--- src/rtl/tdm_mux_tx_pkg.sv ---
// Shared types and constants for the TDM transmit block.
package tdm_pkg;

  localparam int DEF_SEL_W       = 3;
  localparam int DEF_SLOT_CYCLES = 4;

  typedef enum logic [1:0] {
    IDLE = 2'd0,
    SEND = 2'd1,
    PAR  = 2'd2
  } tdm_state_t;

  // A single-cycle slot still needs a 1-bit counter.
  function automatic int slot_cnt_w(input int slot_cycles);
    return (slot_cycles > 1) ? $clog2(slot_cycles) : 1;
  endfunction

endpackage

--- src/rtl/tdm_mux_tx_if.sv ---
// Parallel word handshake into the TDM transmitter.
interface tdm_mux_tx_if #(
  parameter int NUM_CH = 8
);
  logic [NUM_CH-1:0] in_data;
  logic              in_valid;
  logic              in_ready;

  modport master (output in_data, output in_valid, input in_ready);
  modport slave  (input in_data, input in_valid, output in_ready);
endinterface

--- src/rtl/tdm_slot_timer.sv ---
// Slot and channel counters for one TDM frame; both freeze while run is low.
module tdm_slot_timer
  import tdm_pkg::*;
#(
  parameter int SEL_W       = DEF_SEL_W,
  parameter int SLOT_CYCLES = DEF_SLOT_CYCLES
) (
  input  logic             clk,
  input  logic             rst_n,
  input  logic             clr,
  input  logic             run,
  output logic [SEL_W-1:0] ch_cnt,
  output logic [SEL_W-1:0] ch_nxt,
  output logic             slot_last,
  output logic             frame_last
);
  localparam int               SW       = slot_cnt_w(SLOT_CYCLES);
  localparam logic [SW-1:0]    SLOT_MAX = SW'(SLOT_CYCLES - 1);
  localparam logic [SEL_W-1:0] CH_MAX   = '1;

  logic [SW-1:0]    slot_reg, slot_next;
  logic [SEL_W-1:0] ch_reg, ch_next;

  assign slot_last  = (slot_reg == SLOT_MAX);
  assign frame_last = slot_last && (ch_reg == CH_MAX);
  assign ch_cnt     = ch_reg;
  assign ch_nxt     = ch_next;

  // The channel saturates at the last code so a trailing parity slot keeps sel there.
  always_comb begin
    slot_next = slot_reg;
    ch_next   = ch_reg;
    if (clr) begin
      slot_next = '0;
      ch_next   = '0;
    end else if (run) begin
      if (slot_last) begin
        slot_next = '0;
        if (ch_reg != CH_MAX) ch_next = ch_reg + 1'b1;
      end else begin
        slot_next = slot_reg + 1'b1;
      end
    end
  end

  always_ff @(posedge clk or negedge rst_n) begin
    if (!rst_n) begin
      slot_reg <= '0;
      ch_reg   <= '0;
    end else begin
      slot_reg <= slot_next;
      ch_reg   <= ch_next;
    end
  end

endmodule

--- src/rtl/tdm_mux_tx.sv ---
// 8:1 TDM transmitter: captures a parallel word, serialises it with matching select code.
// Define TDM_PARITY_EN to append an even-parity slot after the last channel.
module tdm_mux_tx
  import tdm_pkg::*;
#(
  parameter int SEL_W       = DEF_SEL_W,
  parameter int SLOT_CYCLES = DEF_SLOT_CYCLES
) (
  input  logic             clk,
  input  logic             rst_n,
  tdm_mux_tx_if.slave      in_if,
  input  logic             en,
  output logic             out,
  output logic [SEL_W-1:0] sel,
  output logic             frame_start,
  output logic             busy,
  output logic             done
`ifdef TDM_PARITY_EN
  ,
  output logic             par_slot
`endif
);
  localparam int NUM_CH = 2 ** SEL_W;

  tdm_state_t        state_reg;
  logic [NUM_CH-1:0] cap_reg;
  logic              out_reg;
  logic              frame_start_reg;
  logic              busy_reg;
  logic              rdy_reg;

  logic [SEL_W-1:0]  ch_cnt, ch_nxt;
  logic              slot_last, frame_last;
  logic              accept, frame_end, timer_clr, timer_run;

  assign accept = in_if.in_valid & in_if.in_ready;

  // done depends on en so a frozen final cycle neither pulses nor opens the accept window.
`ifdef TDM_PARITY_EN
  assign frame_end = (state_reg == PAR) & slot_last & en;
  assign par_slot  = (state_reg == PAR);
`else
  assign frame_end = (state_reg == SEND) & frame_last & en;
`endif

  assign in_if.in_ready = rdy_reg | frame_end;
  assign timer_clr      = (state_reg == IDLE) | frame_end;
  assign timer_run      = (state_reg != IDLE) & en;

  assign out         = out_reg;
  assign sel         = ch_cnt;
  assign frame_start = frame_start_reg;
  assign busy        = busy_reg;
  assign done        = frame_end;

  tdm_slot_timer #(
    .SEL_W      (SEL_W),
    .SLOT_CYCLES(SLOT_CYCLES)
  ) u_timer (
    .clk       (clk),
    .rst_n     (rst_n),
    .clr       (timer_clr),
    .run       (timer_run),
    .ch_cnt    (ch_cnt),
    .ch_nxt    (ch_nxt),
    .slot_last (slot_last),
    .frame_last(frame_last)
  );

  always_ff @(posedge clk or negedge rst_n) begin
    if (!rst_n) begin
      state_reg       <= IDLE;
      cap_reg         <= '0;
      out_reg         <= 1'b0;
      frame_start_reg <= 1'b0;
      busy_reg        <= 1'b0;
      rdy_reg         <= 1'b0;
    end else begin
      frame_start_reg <= 1'b0;
      case (state_reg)
        IDLE: begin
          rdy_reg  <= 1'b1;
          out_reg  <= 1'b0;
          busy_reg <= 1'b0;
          if (accept) begin
            state_reg       <= SEND;
            cap_reg         <= in_if.in_data;
            out_reg         <= in_if.in_data[0];
            frame_start_reg <= 1'b1;
            busy_reg        <= 1'b1;
            rdy_reg         <= 1'b0;
          end
        end
        SEND, PAR: begin
          if (frame_end) begin
            if (accept) begin
              // Back-to-back word: channel 0 follows with no idle gap.
              state_reg       <= SEND;
              cap_reg         <= in_if.in_data;
              out_reg         <= in_if.in_data[0];
              frame_start_reg <= 1'b1;
            end else begin
              state_reg <= IDLE;
              out_reg   <= 1'b0;
              busy_reg  <= 1'b0;
              rdy_reg   <= 1'b1;
            end
`ifdef TDM_PARITY_EN
          end else if (en && frame_last && state_reg == SEND) begin
            state_reg <= PAR;
            out_reg   <= ^cap_reg;
`endif
          end else if (en && slot_last && state_reg == SEND) begin
            out_reg <= cap_reg[ch_nxt];
          end
        end
        default: state_reg <= IDLE;
      endcase
    end
  end

endmodule

--- src/flat_wrapper.sv ---
// flat-port wrapper written by rule: the top's interface ports become plain ports
module tdm_mux_tx_flat import tdm_pkg::*;
#(
  parameter int SEL_W       = DEF_SEL_W,
  parameter int SLOT_CYCLES = DEF_SLOT_CYCLES
)
  (clk, rst_n, en, out, sel, frame_start, busy, done, in_if_in_data, in_if_in_valid, in_if_in_ready);
  tdm_mux_tx_if #(.NUM_CH((8))) in_if_i ();
  input  logic clk;
  input  logic rst_n;
  input  logic en;
  output logic out;
  output logic [SEL_W-1:0] sel;
  output logic frame_start;
  output logic busy;
  output logic done;
  input wire logic [$bits(in_if_i.in_data)-1:0] in_if_in_data;
  input wire logic [$bits(in_if_i.in_valid)-1:0] in_if_in_valid;
  output wire logic [$bits(in_if_i.in_ready)-1:0] in_if_in_ready;
  assign in_if_i.in_data = in_if_in_data;
  assign in_if_i.in_valid = in_if_in_valid;
  assign in_if_in_ready = in_if_i.in_ready;
  tdm_mux_tx #(.SEL_W(SEL_W), .SLOT_CYCLES(SLOT_CYCLES)) u_core (.clk(clk), .rst_n(rst_n), .in_if(in_if_i), .en(en), .out(out), .sel(sel), .frame_start(frame_start), .busy(busy), .done(done));
endmodule
--- config.mk ---
export PLATFORM = sky130hd
export DESIGN_NAME = tdm_mux_tx_flat
export DESIGN_NICKNAME = d
export VERILOG_FILES = /design/src/rtl/tdm_mux_tx_pkg.sv /design/src/rtl/tdm_mux_tx_if.sv /design/src/rtl/tdm_slot_timer.sv /design/src/rtl/tdm_mux_tx.sv /design/src/flat_wrapper.sv
export SDC_FILE = /design/constraint.sdc
export NUM_CORES = 1
export LEC_CHECK = 0
export BUFFER_PORTS_ARGS = -buffer_cell sky130_fd_sc_hd__buf_2
export CAP_MARGIN = 20
export CORE_ASPECT_RATIO = 0.9
export CORE_UTILIZATION = 35
export DETAILED_ROUTE_END_ITERATION = 10
export GPL_ROUTABILITY_DRIVEN = 1
export PLACE_DENSITY = 0.53
export SLEW_MARGIN = 10
export SYNTH_ARGS = -nofsm -noshare
export SYNTH_HDL_FRONTEND = slang
export SYNTH_SLANG_ARGS = --single-unit
--- constraint.sdc ---
create_clock -name clk -period 4.1 [get_ports clk]
set_input_delay 0.205 -clock clk [delete_from_list [all_inputs] [get_ports clk]]
set_output_delay 0.205 -clock clk [all_outputs]
set_load 0.03 [all_outputs]
Word-level counts from Yosys, hierarchy flattened
Index checks and enable logic that the tools add are counted.
{"block": "totals", "regBits": 19, "inputBits": 12, "out_inout_bits": 8, "wordCells": 68}
{"block": "classes", "addsub": 2, "order_cmp": 1, "n_eq_ne": 9, "muxes": 30, "bitwise_logic": 6, "reduce_logical": 12}
{"op": "$mux 8", "count": 2}
{"op": "$pmux 8 s2", "count": 1}
{"op": "$mux 1", "count": 12}
{"op": "$mux 3", "count": 4}
{"op": "$mux 2", "count": 5}
{"op": "$pmux 1 s2", "count": 4}
{"op": "$reduce_and 2->1", "count": 3}
{"op": "$reduce_bool 2->1", "count": 3}
{"op": "$and 1x1->1", "count": 4}
{"op": "$eq 2x2->1 const B", "count": 2}
{"op": "$lt 3x4->1 const B", "count": 1}
{"op": "$ne 2x1->1 const B", "count": 2}
{"op": "$pmux 2 s2", "count": 1}
{"op": "$add 3x1->3 const B", "count": 1}
{"op": "$bmux 1 s3", "count": 1}
{"op": "$eq 3x3->1 const B", "count": 1}
{"op": "$logic_and 1x1->1", "count": 3}
{"op": "$ne 3x1->1 const B", "count": 1}
{"op": "$ne 3x3->1 const B", "count": 1}
{"op": "$reduce_and 3->1", "count": 1}
{"op": "$add 2x1->2 const B", "count": 1}
{"op": "$eq 2x1->1 const B", "count": 1}
{"op": "$logic_not 2->1", "count": 1}
{"op": "$ne 2x2->1 const B", "count": 1}
{"op": "other kinds (2)", "count": 3}

Longest topological paths before layout
{"block": "depth", "ltp_word": 11, "mapped_depth": 9, "depth_no_buf": 8}

Hierarchy
Synthesis repeated with hierarchy kept, for this count alone.
{"block": "hier_totals", "hier_cells": 72, "area_unflattened_um2": 838.3}
{"mod": "tdm_mux_tx", "instances": 1, "cells_per_inst": 50, "area_per_inst_um2": 589.3, "seq_area_each_um2": 325.3}
{"mod": "tdm_slot_timer", "instances": 1, "cells_per_inst": 22, "area_per_inst_um2": 249.0, "seq_area_each_um2": 125.1}

Least setup slack after synthesis
OpenSTA, ideal clock, no wires.
{"block": "synth_path", "kind": "register -> register", "start": "register u_core.u_timer.slot_reg[0]", "end": "register u_core.out_reg, in the netlist u_core.out", "setup_time_ps": 121, "t_arrival_ps": 1731, "t_required_ps": 3979, "path_slack_ps": 2248, "path_stages_with_launch": 9, "path_buffers": 1, "synth_period_minus_slack_ps": 1852, "path_cell_list": "dfrtp_1 > ha_1 > and2_1 > buf_4 > nand4_1 > inv_2 > o21ai_4 > o2111ai_1 > a22o_1"}
{"block": "synth_via", "elab_chain_len": 11, "elab_cells_between_ends": 20, "cone_classes": "eq/ne (2); mux (9); bitwise (5); reduce/logical (4)"}
{"element": "start, declared", "line_no": "tdm_slot_timer.sv:21", "text": "logic [SW-1:0] slot_reg, slot_next;"}
{"element": "start signal, assigned", "line_no": "tdm_slot_timer.sv:51", "text": "slot_reg <= slot_next;"}
{"element": "$eq 2x2->1 *", "line_no": "tdm_slot_timer.sv:24", "text": "assign slot_last = (slot_reg == SLOT_MAX);"}
{"element": "$logic_and 1x1->1 *", "line_no": "tdm_slot_timer.sv:25", "text": "assign frame_last = slot_last && (ch_reg == CH_MAX);"}
{"element": "$and 1x1->1 * (2 in a row)", "line_no": "tdm_mux_tx.sv:43", "text": "assign frame_end = (state_reg == SEND) & frame_last & en;"}
{"element": "via done", "line_no": "flat_wrapper.sv:16", "text": "output logic done;"}
{"element": "$or 1x1->1", "line_no": "tdm_mux_tx.sv:47", "text": "assign timer_clr = (state_reg == IDLE) | frame_end;"}
{"element": "$mux 3", "line_no": "tdm_slot_timer.sv:33", "text": "if (clr) begin"}
{"element": "$bmux 1 s3", "line_no": "tdm_mux_tx.sv:114", "text": "out_reg <= cap_reg[ch_nxt];"}
{"element": "$mux 1 (not written as such)", "line_no": "tdm_mux_tx.sv:114"}
{"element": "$mux 1", "line_no": "tdm_mux_tx.sv:113", "text": "end else if (en && slot_last && state_reg == SEND) begin"}
{"element": "$mux 1", "line_no": "tdm_mux_tx.sv:95", "text": "if (frame_end) begin"}
{"element": "$pmux 1 s2", "line_no": "tdm_mux_tx.sv:80", "text": "case (state_reg)"}
{"element": "end signal, assigned", "line_no": "tdm_mux_tx.sv:88", "text": "out_reg <= in_if.in_data[0];"}
{"element": "end signal, assigned", "line_no": "tdm_mux_tx.sv:100", "text": "out_reg <= in_if.in_data[0];"}
{"element": "end signal, assigned", "line_no": "tdm_mux_tx.sv:114"}
{"element": "end, declared", "line_no": "tdm_mux_tx.sv:27", "text": "logic out_reg;"}
Mark *: on every way through the listed nets, which the timed path passes. The rest lies on a longest branch. The select of a mux whose other input is x is not followed.
A chain may end at the register's enable or synchronous reset.

Final worst setup path
{"block": "layout_path", "start": "register u_core.u_timer.slot_reg[0]", "end": "output in_if_in_ready"}
{"block": "layout_via", "elab_chain_len": 5}
{"element": "$eq 2x2->1", "line_no": "tdm_slot_timer.sv:24"}
{"element": "$logic_and 1x1->1", "line_no": "tdm_slot_timer.sv:25"}
{"element": "$and 1x1->1 (2 in a row)", "line_no": "tdm_mux_tx.sv:43"}
{"element": "$or 1x1->1", "line_no": "tdm_mux_tx.sv:46", "text": "assign in_if.in_ready = rdy_reg | frame_end;"}
{"element": "end, declared", "line_no": "flat_wrapper.sv:19", "text": "output wire logic [$bits(in_if_i.in_ready)-1:0] in_if_in_ready;"}
Every way passes these cells.

==> metrics.csv <==
metric,value,unit
io_buffers,19,
placed_area,0.00114,mm2
clk_path_buf_depth,2,
finalHoldViolations,0,
design.core.area,0.00275,mm2
vdd_drop_max,240,uV
timing.critical_path.required,3.89,ns
synthTopCellsByArea,"dfrtp_1 (44%), nand2_1 (10%), nor3b_1 (2.9%)",
yosysTopAreaCell,dfrtp_1,
worstPathMaxFanout,7,
fin_area,0.00119,mm2
drc,0,
finalSetupViolCount,0,
path_clk_slew,0.12,ns
multi_input_area,531,um2
rows,18,
area_growth_syn_to_layout,16.8,%
fin_ws,2.02,ns
syn_area_per_cell,9.10,um2
power_density,629,mW/mm2
slew_violations,0,
synth_edf_count,0,
grt_pass1_wl,3740,um
cp_num_buf_inv,1,
final_util,43.4,%
initial_core_util,37.1,%
drive_above_1_share,22.7,%
io_pins,20,
drt-pass1-iter-count,4,
ys_ff_latch,18,
htreeDepth,1,
synth_warnings,0,
worst_setup_path_end_kind,primary output,
tightest_slew,0.574,ns
outcome,"complete, no violations",
hold_ws,0.0809,ns
regArea,450,um2
netlist.area_leader.share,44.2,%
die_w,58.9,um
startpoint_type,flop,
final_common_cell,nand2_1,
async_flop_share,100,%
nNetsFinal,147,
syn_area,0.00102,mm2
grt_pass1_vias,769,
ant_nets,0,
diodes,0,
clkLatencyLatePin,0.30,ns
grt_usage,16.5,%
largest_register_ff_count,8,
slew_headroom,61.8,%
cts_tree,yes,
synth.yosys.seq_area_share,44.2,%
die_h,53.2,um
gp_congestion,0.785,
slowest_stage,dfrtp_1,
drv_cap,0,
hpwl,1580,um
holdCritPathClass,primary input to flop,
vias,835,
numClockSinks,18,
slowest_delay,0.38,ns
grt_max_degree,21,
power.total,0.749,mW
syn_inst,112,
via_per_inst,4.85,
cts_root_buf,clkbuf_4,
dp_cells,167,
drt_first_iter_violations,19,
path_cells,"ha_1, and2_1, nand4_1, nand2b_1, buf_2",
fin_crit_sh,50.8,%
ys_types,37,
layout_common_cells,"nand2_1 (28), buf_2 (19), dfrtp_1 (18)",
cp_top_family,simple AND/OR/NAND/NOR gates,
drt-total-wl,2190,um
fillers,297,
timing_worst_setup_path_type,flop to primary output,
skew,0.0107,ns
synth_top_flop_cell,dfrtp_1,
setup-tns-final,0,ns
rsz0062_at_grt,no,
p_leak,0.570,nW
worstPathArrival,1.88,ns
instances_no_fill,172,
grt_overflow,0,
cts_made_buffers,3,
fmax,480,MHz
finalCriticalPeriod,2.08,ns
preCtsSetupSlack,2.12,ns
antenna_found_initial,0,
detail_route.wl_per_cell,12.7,um
synth_nets,126,
postCtsResizedCells,0,
die-area,0.00313,mm2
[cells in the mapped netlist, types with 3 or more instances]
cell and number:
a21boi_0 3, inv_1 3, nand3_1 4, nor3b_1 4, o21ai_0 4, nor2b_1 4
nand2_1 28, dfrtp_1 18, nor2_1 3, a21oi_1 4, nand2b_1 3
[worst paths after layout]
check	start	slack (ns)	cells after the start	endpoint
max	u_core.u_timer.slot_reg[0]	2.02	5	in_if_in_ready
min	in_if_in_data[4]	0.08	3	u_core.cap_reg[4]
max reg2reg	u_core.u_timer.ch_cnt[0]	2.12	7	u_core.out
min reg2reg	u_core.cap_reg[3]	0.48	2	u_core.cap_reg[3]
max in group asynchronous	rst_n	3.43	2	u_core.cap_reg[2]
min in group asynchronous	rst_n	0.36	2	u_core.u_timer.ch_cnt[1]
[tightest hold or removal path, delay by kind of cell]
family,cells,cell delay [ns]
and+or+nand+nor,2,0.08
buffers and inverters,1,0.08
[layer usage]
layer  vias up  share of wire (%)  GRT usage (%)
li1        429                  -              -
met4         0                1.9           8.33
met5         -                  0              0
met3         4                6.3           2.69
met2        27                 40           23.7
met1       375                 52           23.7
[power breakdown]
group / internal (mW) / switching [mW]
Sequential: 0.236 / 0.0603
Clock: 0.0542 / 0.0600
Combinational: 0.144 / 0.195
[area by class of cell]
class                           count  area share, %
Multi-Input combinational cell     85           44.5
Clock buffer                        4           3.05
Sequential cell                    18           37.8
Inverter                            5           1.58
Tap cell                           40           4.20
Timing Repair Buffer               20           8.82
[cells by family after synthesis]
group                    synth area share (%)
XOR/XNOR                                 1.72
adder cells (fa/ha/maj)                  2.45
AND/OR/NAND/NOR                          26.6
multiplexers                             1.96
buffers and inverters                    3.80
AO/OA/AOI/OAI                            19.3
flip-flops                               44.2
[what timing repair did]
item / in CTS / in global routing
buffers inserted: 0 / 0
endpoints found under the hold margin: 18 / 0
hold buffers: 1 / 0
No activity file was read; power rests on OpenSTA's default activity.
